File: config.mk
export PLATFORM = sky130hd
export DESIGN_NAME = multicycle_controller
export DESIGN_NICKNAME = d
export VERILOG_FILES = /design/src/rtl/multicycle_controller.sv
export SDC_FILE = /design/constraint.sdc
export NUM_CORES = 1
export LEC_CHECK = 0
export ABC_AREA = 1
export BUFFER_PORTS_ARGS = -buffer_cell sky130_fd_sc_hd__buf_2
export CAP_MARGIN = 5
export CORE_AREA = 2 2 40 42
export DETAILED_ROUTE_END_ITERATION = 8
export DIE_AREA = 0 0 42 44
export GPL_ROUTABILITY_DRIVEN = 0
export PLACE_DENSITY = 0.73
export SLEW_MARGIN = 20
export SYNTH_ARGS = -nofsm -noshare
export SYNTH_HDL_FRONTEND = slang
export SYNTH_SLANG_ARGS = --single-unit
File: constraint.sdc
create_clock -name clock -period 1.5 [get_ports clock]
set_input_delay 0.075 -clock clock [delete_from_list [all_inputs] [get_ports clock]]
set_output_delay 0.075 -clock clock [all_outputs]
set_load 0.02 [all_outputs]
File: src/rtl/multicycle_controller.sv
// multicycle_controller: Moore FSM sequencing a shared-ALU, unified-memory RV32I datapath.
// Define ILLEGAL_HALT_EN to trap unlisted opcodes in a sticky HALT state with an illegal flag.
module multicycle_controller (
  input  logic       clock,
  input  logic       reset,
  input  logic [6:0] opcode,
  input  logic [2:0] funct3,
  input  logic       funct7b5,
  input  logic       zero,
  output logic       PC_write,
  output logic       address_select,
  output logic       IR_write,
  output logic       mem_write,
  output logic       reg_write,
  output logic [1:0] result_select,
  output logic [1:0] ALU_select_A,
  output logic [1:0] ALU_select_B,
  output logic [1:0] immediate_select,
  output logic [2:0] ALU_control,
  output logic       instruction_done,
`ifdef ILLEGAL_HALT_EN
  output logic       illegal,
`endif
  output logic [3:0] state
);
  typedef enum logic [3:0] {
    FETCH    = 4'd0,
    DECODE   = 4'd1,
    MEMADR   = 4'd2,
    MEMREAD  = 4'd3,
    MEMWB    = 4'd4,
    MEMWRITE = 4'd5,
    EXECUTER = 4'd6,
    ALUWB    = 4'd7,
    EXECUTEI = 4'd8,
    JAL      = 4'd9,
`ifdef ILLEGAL_HALT_EN
    BEQ      = 4'd10,
    HALT     = 4'd11
`else
    BEQ      = 4'd10
`endif
  } state_t;
  localparam logic [6:0] OP_LW  = 7'b0000011;
  localparam logic [6:0] OP_SW  = 7'b0100011;
  localparam logic [6:0] OP_R   = 7'b0110011;
  localparam logic [6:0] OP_I   = 7'b0010011;
  localparam logic [6:0] OP_JAL = 7'b1101111;
  localparam logic [6:0] OP_BEQ = 7'b1100011;
`ifdef ILLEGAL_HALT_EN
  localparam state_t BAD_OP = HALT;
`else
  localparam state_t BAD_OP = FETCH;
`endif
  state_t state_q, state_d;
  logic pc_update, branch;
  logic [1:0] alu_op;
  logic [2:0] funct_op;
  always_ff @(posedge clock)
    if (reset) state_q <= FETCH;
    else state_q <= state_d;
  always_comb begin
    state_d = FETCH;
    case (state_q)
      FETCH:    state_d = DECODE;
      DECODE:   state_d = (opcode == OP_LW || opcode == OP_SW) ? MEMADR :
                          opcode == OP_R   ? EXECUTER :
                          opcode == OP_I   ? EXECUTEI :
                          opcode == OP_JAL ? JAL :
                          opcode == OP_BEQ ? BEQ : BAD_OP;
      MEMADR:   state_d = opcode == OP_LW ? MEMREAD : MEMWRITE;
      MEMREAD:  state_d = MEMWB;
      EXECUTER, EXECUTEI, JAL: state_d = ALUWB;
`ifdef ILLEGAL_HALT_EN
      HALT:     state_d = HALT;
`endif
      default:  state_d = FETCH;
    endcase
  end
  always_comb begin
    address_select = 1'b0;
    IR_write       = 1'b0;
    mem_write      = 1'b0;
    reg_write      = 1'b0;
    result_select  = 2'b00;
    ALU_select_A   = 2'b00;
    ALU_select_B   = 2'b00;
    alu_op         = 2'b00;
    pc_update      = 1'b0;
    branch         = 1'b0;
    case (state_q)
      FETCH:    begin IR_write = 1'b1; ALU_select_B = 2'b10; result_select = 2'b10; pc_update = 1'b1; end
      DECODE:   begin ALU_select_A = 2'b01; ALU_select_B = 2'b01; end
      MEMADR:   begin ALU_select_A = 2'b10; ALU_select_B = 2'b01; end
      MEMREAD:  address_select = 1'b1;
      MEMWB:    begin result_select = 2'b01; reg_write = 1'b1; end
      MEMWRITE: begin address_select = 1'b1; mem_write = 1'b1; end
      EXECUTER: begin ALU_select_A = 2'b10; alu_op = 2'b10; end
      ALUWB:    reg_write = 1'b1;
      EXECUTEI: begin ALU_select_A = 2'b10; ALU_select_B = 2'b01; alu_op = 2'b10; end
      JAL:      begin ALU_select_A = 2'b01; ALU_select_B = 2'b10; pc_update = 1'b1; end
      BEQ:      begin ALU_select_A = 2'b10; alu_op = 2'b01; branch = 1'b1; end
      default:  ;
    endcase
  end
  // Subtract only for R-type (opcode[5]) with funct7b5; addi ignores the bit.
  assign funct_op = funct3 == 3'b000 ? ((opcode[5] & funct7b5) ? 3'b001 : 3'b000) :
                    funct3 == 3'b010 ? 3'b101 :
                    funct3 == 3'b110 ? 3'b011 :
                    funct3 == 3'b111 ? 3'b010 : 3'b000;
  assign ALU_control = alu_op == 2'b00 ? 3'b000 : alu_op == 2'b01 ? 3'b001 : funct_op;
  assign immediate_select = opcode == OP_SW ? 2'b01 : opcode == OP_BEQ ? 2'b10 : opcode == OP_JAL ? 2'b11 : 2'b00;
  assign PC_write = pc_update | (branch & zero);
  assign instruction_done = state_q inside {MEMWB, MEMWRITE, ALUWB, BEQ} || (state_q == DECODE && state_d == FETCH);
  assign state = state_q;
`ifdef ILLEGAL_HALT_EN
  assign illegal = state_q == HALT;
`endif
endmodule

==> results.ini, run 1 <==
[run_status]
outcome=completed

[final_layout]
antenna_cells_inserted=0
finish.instance_area_um2=883.3
syn_to_final_growth_pct=65.34
nets=167
fillcell_total=135
largest_reg_flops=4
layout-drive-gt1-share=0.4570

[setup_path]
reg2reg_slack_ps=300
critPathArrivalTime_ps=1380
critPathLaunchType=register
crit_required_ps=1420
worstPathBufferInverterCount=2
critPathKind=register to output pin
worst_r2r_startpoint=state[3]
critical_path_cell_list=inv_2, nand2_1, nor2_4, nor2_4, nand2_1, nor2_2, nand3_2, nand2_2, buf_6
cp-end-kind=output pin
timing.critical_path.fanout_max=5
largest_incremental_delay_on_the_critical_path_ps=370
regToRegEndpoint=state[0]
ff2ff_path_depth=8
worst_path_dominant_cell_family=simple AND/OR/NAND/NOR gates
critPathSlowestCell=dfxtp_4

[grt]
grt_first_pass_wirelength_um=2532
number_of_global_route_vias_before_repair=637
overflow=0
globalRouteTotalUtil=0.1730
grt_antenna_before_repair=0
grt_start_max_net_pins=7

[placed_design]
dpl-instance-area_um2=745.7
port_buffers=34
post-dp-hpwl_um=1315

[logic_synthesis]
ys_seq_area_frac=0.1499
synth_top_cell_by_area=nor2_1
synth.yosys.warnings=0
synth_cells=109
synth_cell_types=17
netlist_top_cells_area=nor2_1 20%, nand2_1 20%, dfxtp_1 15%, inv_1 13%, nand3_1 8.4%
synth_largest_type_area_fraction=0.2037
syn_nets=123
syn-cell-area_um2=534.3
synth_seq_cells=4
synthesis.area_per_instance_um2=4.901

[clock_tree]
clock-root-buffer=clkbuf_4
insertion_delay_ps=230
numCtsBuffers=3
ctsLongestPathBuffers=2
cts_tree=yes
clock_sink_count=4
post_cts_hold_buffer_count=0
cts_max_level=1
cts.clk_slew.worst_paths_ps=40

[power]
power_frac_clock=0.326
power.density_nw_per_um2=443.5
max-vdd-ir-drop_v=0.0003424
cell_internal_pwr_uw=251.5
power.switching_fraction=0.3581
power_frac_comb=0.392
seq_power_share=0.282
p_switching_uw=140.3
p_leak_uw=0.0005027

[job]
max_cap_viol=0

[floorplan]
fp.coreArea_um2=1419
die_area_um2=1848
std_cell_rows=14
initial_utilization=0.3765
die-height_um=44
ios=35
die_w_um=42

[drt]
antenna_violating_nets_post_route=0
drtIter0Drc=6
firstDrtPassIters=4
detail_route.wl_per_cell_um=9.725
route.final.wire_length_um=1624
route.detailed.vias_per_inst=4.784
vias=799
drc=0

[sta]
clock-skew-final_ps=1.788
timing_max_transition_violations_final=0
worst_slew_margin_rel=0.8412
period_share=0.9678
timing_hold_violations_final=0
report.final.setup_viol=0
unrepaired_setup_endpoints_after_global_routing=true
fin_hold_ws_ps=51.30
period_minus_slack_ps=1452
tightestPinTransition_ps=237.3
clock.fmax_mhz=688.8

[hold_path]
hold_start=reset
hold_depth=2
hp-class=input port to register
hold-path-endpoint=state[3]

## cell usage in the layout, fill, tap and decap left out, drive strengths merged
cell | netlist | layout
nand3 | 9 | 9
dfxtp | 4 | 4
a31oi | 1 | 1
nor3b | 1 | 1
a21oi | 1 | 1
nand2 | 30 | 30
nand4 | 1 | 1
nor3 | 2 | 2
inv | 20 | 20
clkbuf | 0 | 3
o21ai | 6 | 6
nor2 | 32 | 32
nor4 | 1 | 1
buf | 1 | 40
## cell type report
class,count,area [um2],share of cell area
clock buffer,3,22.52,0.02550
inverter,20,75.07,0.08499
multi-input combinational,84,444.2,0.5028
sequential,4,95.09,0.1076
tap,16,20.02,0.02266
timing repair buffer,40,226.5,0.2564
## worst max path at each step
stage              from                to  slack, ps  cells past startpoint
6_report       state[1]  instruction_done         50                      9
5_1_grt        state[2]    ALU_control[2]        -30                      7
4_1_cts        state[0]    ALU_control[2]       -0.8                      7
3_5_place_dp   state[1]  instruction_done        150                      9
3_3_place_gp   state[1]  instruction_done        180                      9
2_1_floorplan  state[2]    ALU_control[0]         40                      4
## cells by family (layout without fill, tap and decap cells)
family                 count (synthesis)  after routing  share of synthesized area
and+or+nand+nor                       76             76                     0.6183
DFF                                    4              4                     0.1499
buffers and inverters                 21             63                     0.1546
AOI/OAI and AO/OA                      8              8                    0.07728
## metrics by stage
step	instances	TNS (ps)	setup WS [ps]	power, uW	utilization
floorplan	109	0	39.39	202.2	-
global placement	161	0	181.3	251.3	0.5256
detailed placement	161	0	145.7	253.4	0.5256
CTS	165	-0.7520	-0.7520	387.9	0.5573
global route	167	-66.53	-34.80	418.3	0.6226
finish	167	0	48.27	391.8	0.6226
## layer usage
layer / part of all wire / GRT usage
met1: 0.41 / 0.2175
met2: 0.54 / 0.3125
met3: 0.044 / 0.01250
met4: 0 / 0.05806
met5: 0 / 0
## power groups by stage
stage,Clock [uW],Sequential (uW),Combinational (uW)
floorplan,0,119,83.3
global placement,0,116,136
detailed placement,0,116,138
CTS,133,115,139
global route,138,111,170
finish,128,111,153
## timing repair
action                                  4_1_cts  5_1_grt
pin swaps                                     1        6
setup buffers                                 1        2
resized for setup                             7       26
endpoints found under the setup margin        1        4
## cells in the mapped netlist
master / n
nor2_1: 29
nand2_1: 28
inv_1: 18
nand3_1: 9
o21ai_0: 6
dfxtp_1: 4
inv_2: 2
nand2_2: 2
nor2_4: 2
nor3_1: 2
a21oi_1: 1
a31oi_1: 1
buf_4: 1
nand4_1: 1
nor2_2: 1
nor3b_1: 1
nor4_1: 1
(Power assumes the default switching activity.)
==> inputs of run 2 (changes only) <==
--- a/config.mk
+++ b/config.mk
@@ -6,13 +6,12 @@
 export NUM_CORES = 1
 export LEC_CHECK = 0
 export ABC_AREA = 1
-export BUFFER_PORTS_ARGS = -buffer_cell sky130_fd_sc_hd__buf_2
 export CAP_MARGIN = 5
-export CORE_AREA = 2 2 40 42
+export CORE_AREA = 2 2 39 41
 export DETAILED_ROUTE_END_ITERATION = 8
-export DIE_AREA = 0 0 42 44
+export DIE_AREA = 0 0 41 43
+export DONT_BUFFER_PORTS = 1
 export GPL_ROUTABILITY_DRIVEN = 0
-export PLACE_DENSITY = 0.73
 export SLEW_MARGIN = 20
 export SYNTH_ARGS = -nofsm -noshare
 export SYNTH_HDL_FRONTEND = slang
==> run 2 against run 1 <==
Design area is 14% lower. Final cell count is 14% lower. First-iteration DRC count grew to 3.2 times the previous value. Non-clock buffer count shrank 24. Total power shrank 9.5%. Via count decreased by 12%. Clock skew is 1.0 ps lower. Register-to-register slack worse by 50 ps. Combinational power shrank 24%.
==> results.ini, run 2 (synthesized netlist as in run 1, its figures left out) <==
[sta]
period_share=0.9298
fin_tns_setup_ps=0
worst_slew_margin_rel=0.7421
tightestPinTransition_ps=385.4
report.final.setup_viol=0
clock-skew-final_ps=0.7696
timing_hold_violations_final=0
unrepaired_setup_endpoints_after_global_routing=false
period_minus_slack_ps=1395
timing_max_transition_violations_final=0
clock.fmax_mhz=717.0

[power]
power_frac_clock=0.362
cell_internal_pwr_uw=231.8
p_switching_uw=122.6
p_leak_uw=0.0004022
max-vdd-ir-drop_v=0.0002658
power.density_nw_per_um2=465.9
power.switching_fraction=0.3459
totalPowerFinal_uw=354.4
power_frac_comb=0.326
seq_power_share=0.311

[grt]
globalRouteTotalUtil=0.1747
grt_util_met2=0.3063
grt_first_pass_wirelength_um=2242
grt_util_met3=0.02094
overflow=0
number_of_global_route_vias_before_repair=607
grt_start_max_net_pins=7
grt_antenna_before_repair=0
grt-busiest-layer=met2
groute.layer.met1.usage=0.2122

[clock_tree]
clock-root-buffer=clkbuf_4
numCtsBuffers=3
cts_max_level=1
cts.clk_slew.worst_paths_ps=40
clock_sink_count=4
cts_tree=yes
ctsLongestPathBuffers=2
insertion_delay_ps=230

[floorplan]
die_w_um=41
std_cell_rows=14
die-height_um=43
initial_utilization=0.3861
fp.coreArea_um2=1384
ios=35
die_area_um2=1763

[setup_path]
critPathKind=register to output pin
crit_required_ps=1420
largest_incremental_delay_on_the_critical_path_ps=370
critPathSlowestCell=dfxtp_4
critPathArrivalTime_ps=1320
timing.critical_path.fanout_max=5
critical_path_cell_list=inv_2, nand2_2, nor2_2, nor2_4, nand2_2, nor2_4, nand3_2, nand2_4
cp-end-kind=output pin
critPathLaunchType=register

[final_layout]
largest_reg_flops=4
finish.instance_area_um2=760.7
finish.utilization=0.5497
nets=143
final-instance-count-excl-fill=143
layout_commonest_cell=nor2_1
syn_to_final_growth_pct=42.39
antenna_cells_inserted=0
layout-drive-gt1-share=0.3071
mostFrequentLayoutCells=26 x nor2_1, 24 x nand2_1, 18 x inv_1, 15 x buf_4, 8 x nand3_1

[drt]
detail_route.wl_per_cell_um=9.986
firstDrtPassIters=4
route.final.wire_length_um=1428
vias=703
route.detailed.vias_per_inst=4.916
antenna_violating_nets_post_route=0
drc=0
drtIter0Drc=19

[job]
max_cap_viol=0

[placed_design]
dp_cells=136
port_buffers=0
post-dp-hpwl_um=1136
dpl-instance-area_um2=643.1

[hold_path]
hp-class=input port to register

[run_status]
outcome=completed

==> run 2: cell type report <==
type / instances / area, um2
inverters: 20 / 75.07
well taps: 16 / 20.02
fillers: 140 / 623.1
multi-input cells: 84 / 425.4
repair buffers: 16 / 122.6
flip-flops and latches: 4 / 95.09
clock buffers: 3 / 22.52
==> run 2: metrics by stage <==
stage	hold slack, ps	setup slack [ps]
after floorplan	144.1	39.39
after global placement	150.3	219.8
after detailed placement	150.5	157.0
after CTS	184.1	10.91
after global routing	215.2	7.421
final	186.4	105.3
==> run 2: worst max-delay path: cells and delay by family (launching register included) <==
kind | cells | cell delay (ps)
buffers and inverters | 1 | 50
flip-flops | 1 | 370
AND/OR/NAND/NOR | 7 | 680
==> run 2: power by group through the flow <==
stage	Sequential (uW)	Clock (uW)	Combinational, uW
CTS	115	134	104
finish	110	128	116
floorplan	119	0	83.3
global placement	116	0	99.0
global route	111	140	129
detailed placement	116	0	99.5
==> run 2: per-layer routing <==
metal  wire length, um  part of all wire
met1               619              0.43
met2               735              0.51
met3                73             0.051
met4                 0                 0
met5                 0                 0
==> run 2: path summary, 6_finish.rpt <==
kind | start | end | slack (ps) | depth (start not counted)
worst max-delay path | state[0] | instruction_done | 110 | 8
worst min-delay path | opcode[6] | state[3] | 190 | 5
worst max register to register | state[1] | state[1] | 250 | 8
worst min register to register | state[1] | state[2] | 680 | 4
==> run 2: what timing repair did <==
action / CTS / global route
gates resized for setup: 6 / 15
hold buffers: 1 / 0
pin swaps: 0 / 5
endpoints found under the setup margin: 1 / 3
hold endpoints to repair: 4 / 0
buffers inserted: 0 / 3
gates cloned: 0 / 0
==> inputs of run 3 (changes only) <==
==> constraint.sdc (replaced) <==
create_clock -name clock -period 1.16 [get_ports clock]
set_input_delay 0.058 -clock clock [delete_from_list [all_inputs] [get_ports clock]]
set_output_delay 0.058 -clock clock [all_outputs]
set_load 0.02 [all_outputs]
==> run 3 against run 2 <==
The flow now finishes with violations (negative setup slack). Utilization is 25 points higher. Combinational power is 110% higher. Register-to-register slack worse by 460 ps. Die area stayed put. Via count is 18% higher. Final cell count is 14% higher. Design area is 46% higher. Critical endpoint unchanged. Largest power group is now combinational cells. Highest routed layer unchanged.
==> results.ini, run 3 (synthesized netlist as in run 1, its figures left out) <==
[final_layout]
antenna_cells_inserted=0
nets=163
multi_input_comb_area_um2=571.8
syn_to_final_growth_pct=107.3
layout.area.seq_um2=95.09
layout-drive-gt1-share=0.5986
largest_reg_flops=4
fillcell_total=98
layout_commonest_cell=buf_4
mostFrequentLayoutCells=25 x buf_4, 20 x nor2_1, 19 x nand2_1, 11 x inv_1, 10 x buf_6
final-instance-count-excl-fill=163

[grt]
grt_first_pass_wirelength_um=3105
grt_antenna_before_repair=0
globalRouteTotalUtil=0.2545
overflow=0
number_of_global_route_vias_before_repair=726
grt_start_max_net_pins=7

[hold_path]
hp-class=input port to register
hold-path-endpoint=state[2]
hold_start=opcode[6]
hold_depth=5

[setup_path]
critPathKind=register to output pin
cp-end-kind=output pin
crit_required_ps=1100
worst_r2r_startpoint=state[1]
critPathArrivalTime_ps=1380
timing.critical_path.fanout_max=4
ff2ff_path_depth=10
critPathLaunchType=register
reg2reg_slack_ps=-210
regToRegEndpoint=state[0]

[sta]
clock.fmax_mhz=697.6
period_share=1.236
setup_ws_ps=-273.6
unrepaired_setup_endpoints_after_global_routing=true
report.final.setup_viol=19
clock-skew-final_ps=2.602
worst_slew_margin_rel=0.7856
timing_hold_violations_final=0
period_minus_slack_ps=1434
timing_max_transition_violations_final=0
tightestPinTransition_ps=320.4

[clock_tree]
insertion_delay_ps=230
cts_max_level=1
cts_tree=yes
cts.clk_slew.worst_paths_ps=40
clock_sink_count=4
numCtsBuffers=3
ctsLongestPathBuffers=2
clock-root-buffer=clkbuf_4

[drt]
drc=0
route.detailed.vias_per_inst=5.104
vias=832
detail_route.wl_per_cell_um=14.22
firstDrtPassIters=4
drtIter0Drc=15
route.final.wire_length_um=2318
antenna_violating_nets_post_route=0

[floorplan]
die_w_um=41
fp.coreArea_um2=1384
die-height_um=43
die_area_um2=1763
std_cell_rows=14
initial_utilization=0.3861
ios=35

[placed_design]
port_buffers=0
preCtsSetupSlack_ps=-14.33
dp_cells=148
post-dp-hpwl_um=1239

[power]
power.density_nw_per_um2=501.6
max-vdd-ir-drop_v=0.0007445
p_leak_uw=0.0005378

[run_status]
outcome=finished, violations left
violated_checks=negative setup slack

[job]
max_cap_viol=0

## run 3: changes by cell type in the layout (fill, tap and decap cells not counted), moves of 4 or more
| cell | delta |
|---|---|
| buf_4 | +10 |
| buf_6 | +10 |
| inv_1 | -7 |
| nand3_1 | -6 |
| nor2_1 | -6 |
| nand2_1 | -5 |
| nor2_4 | +5 |
| nand2_4 | +4 |
| nand3_2 | +4 |
## run 3: how the worst max path moves through the flow
stage | from | cells after the start | slack (ps) | endpoint
floorplan | state[3] | 8 | 4 | instruction_done
global placement | state[2] | 7 | -30 | instruction_done
global route | state[1] | 8 | -320 | instruction_done
detailed placement | state[2] | 7 | -10 | instruction_done
finish | state[0] | 8 | -270 | instruction_done
CTS | state[2] | 8 | -230 | instruction_done
## run 3: stage by stage
step                hold WS, ps  setup TNS (ps)  total power [uW]  utilization  cell area [um2]
finish                    144.0           -2744             555.4       0.8002             1107
global route              195.2           -3780             593.0       0.8002             1107
CTS                       135.6           -1873             515.7       0.7197            996.0
detailed placement        122.8          -14.33             295.7       0.5597            774.5
global placement          122.1          -29.25             295.3       0.5597            774.5
floorplan                 117.4               0             259.1            -            581.8
## run 3: repair_timing
action / CTS / global route
endpoints found under the setup margin: 15 / 19
setup buffers: 8 / 4
cloned: 0 / 0
resized for setup: 35 / 28
pin swaps: 9 / 11
hold buffers: 1 / 0
hold endpoints to repair: 4 / 0
## run 3: final cells by class
class / count / area share
Sequential cell: 4 / 0.08588
Clock buffer: 3 / 0.02034
Timing Repair Buffer: 36 / 0.2802
Tap cell: 16 / 0.01808
Multi-Input combinational cell: 84 / 0.5164
Inverter: 20 / 0.07910
## run 3: power by group
part	internal, uW	leakage [uW]	switching, uW	total, uW
Clock	116	0.0000138	57.2	173
Combinational	96.4	0.000489	143	239
Sequential	136	0.0000355	7.75	143
Total	348	0.000538	208	555
## run 3: critical path, stage by stage (launching register included)
cell	delay (ps)
dfxtp_4	370
inv_4	50
nand2_4	100
inv_2	60
nand2_2	120
nor3_2	70
nor2_2	150
nand3_2	110
nand2_4	110
## run 3: routing by layer
layer  share of wire  vias to the layer above  track usage  wire (um)
met5               0                        -            0          0
met4               0                        0      0.07333          0
met3           0.050                        0      0.08377        117
met2            0.56                       32       0.4094       1291
met1            0.39                      389       0.3067        909
li1                -                      411            -          -
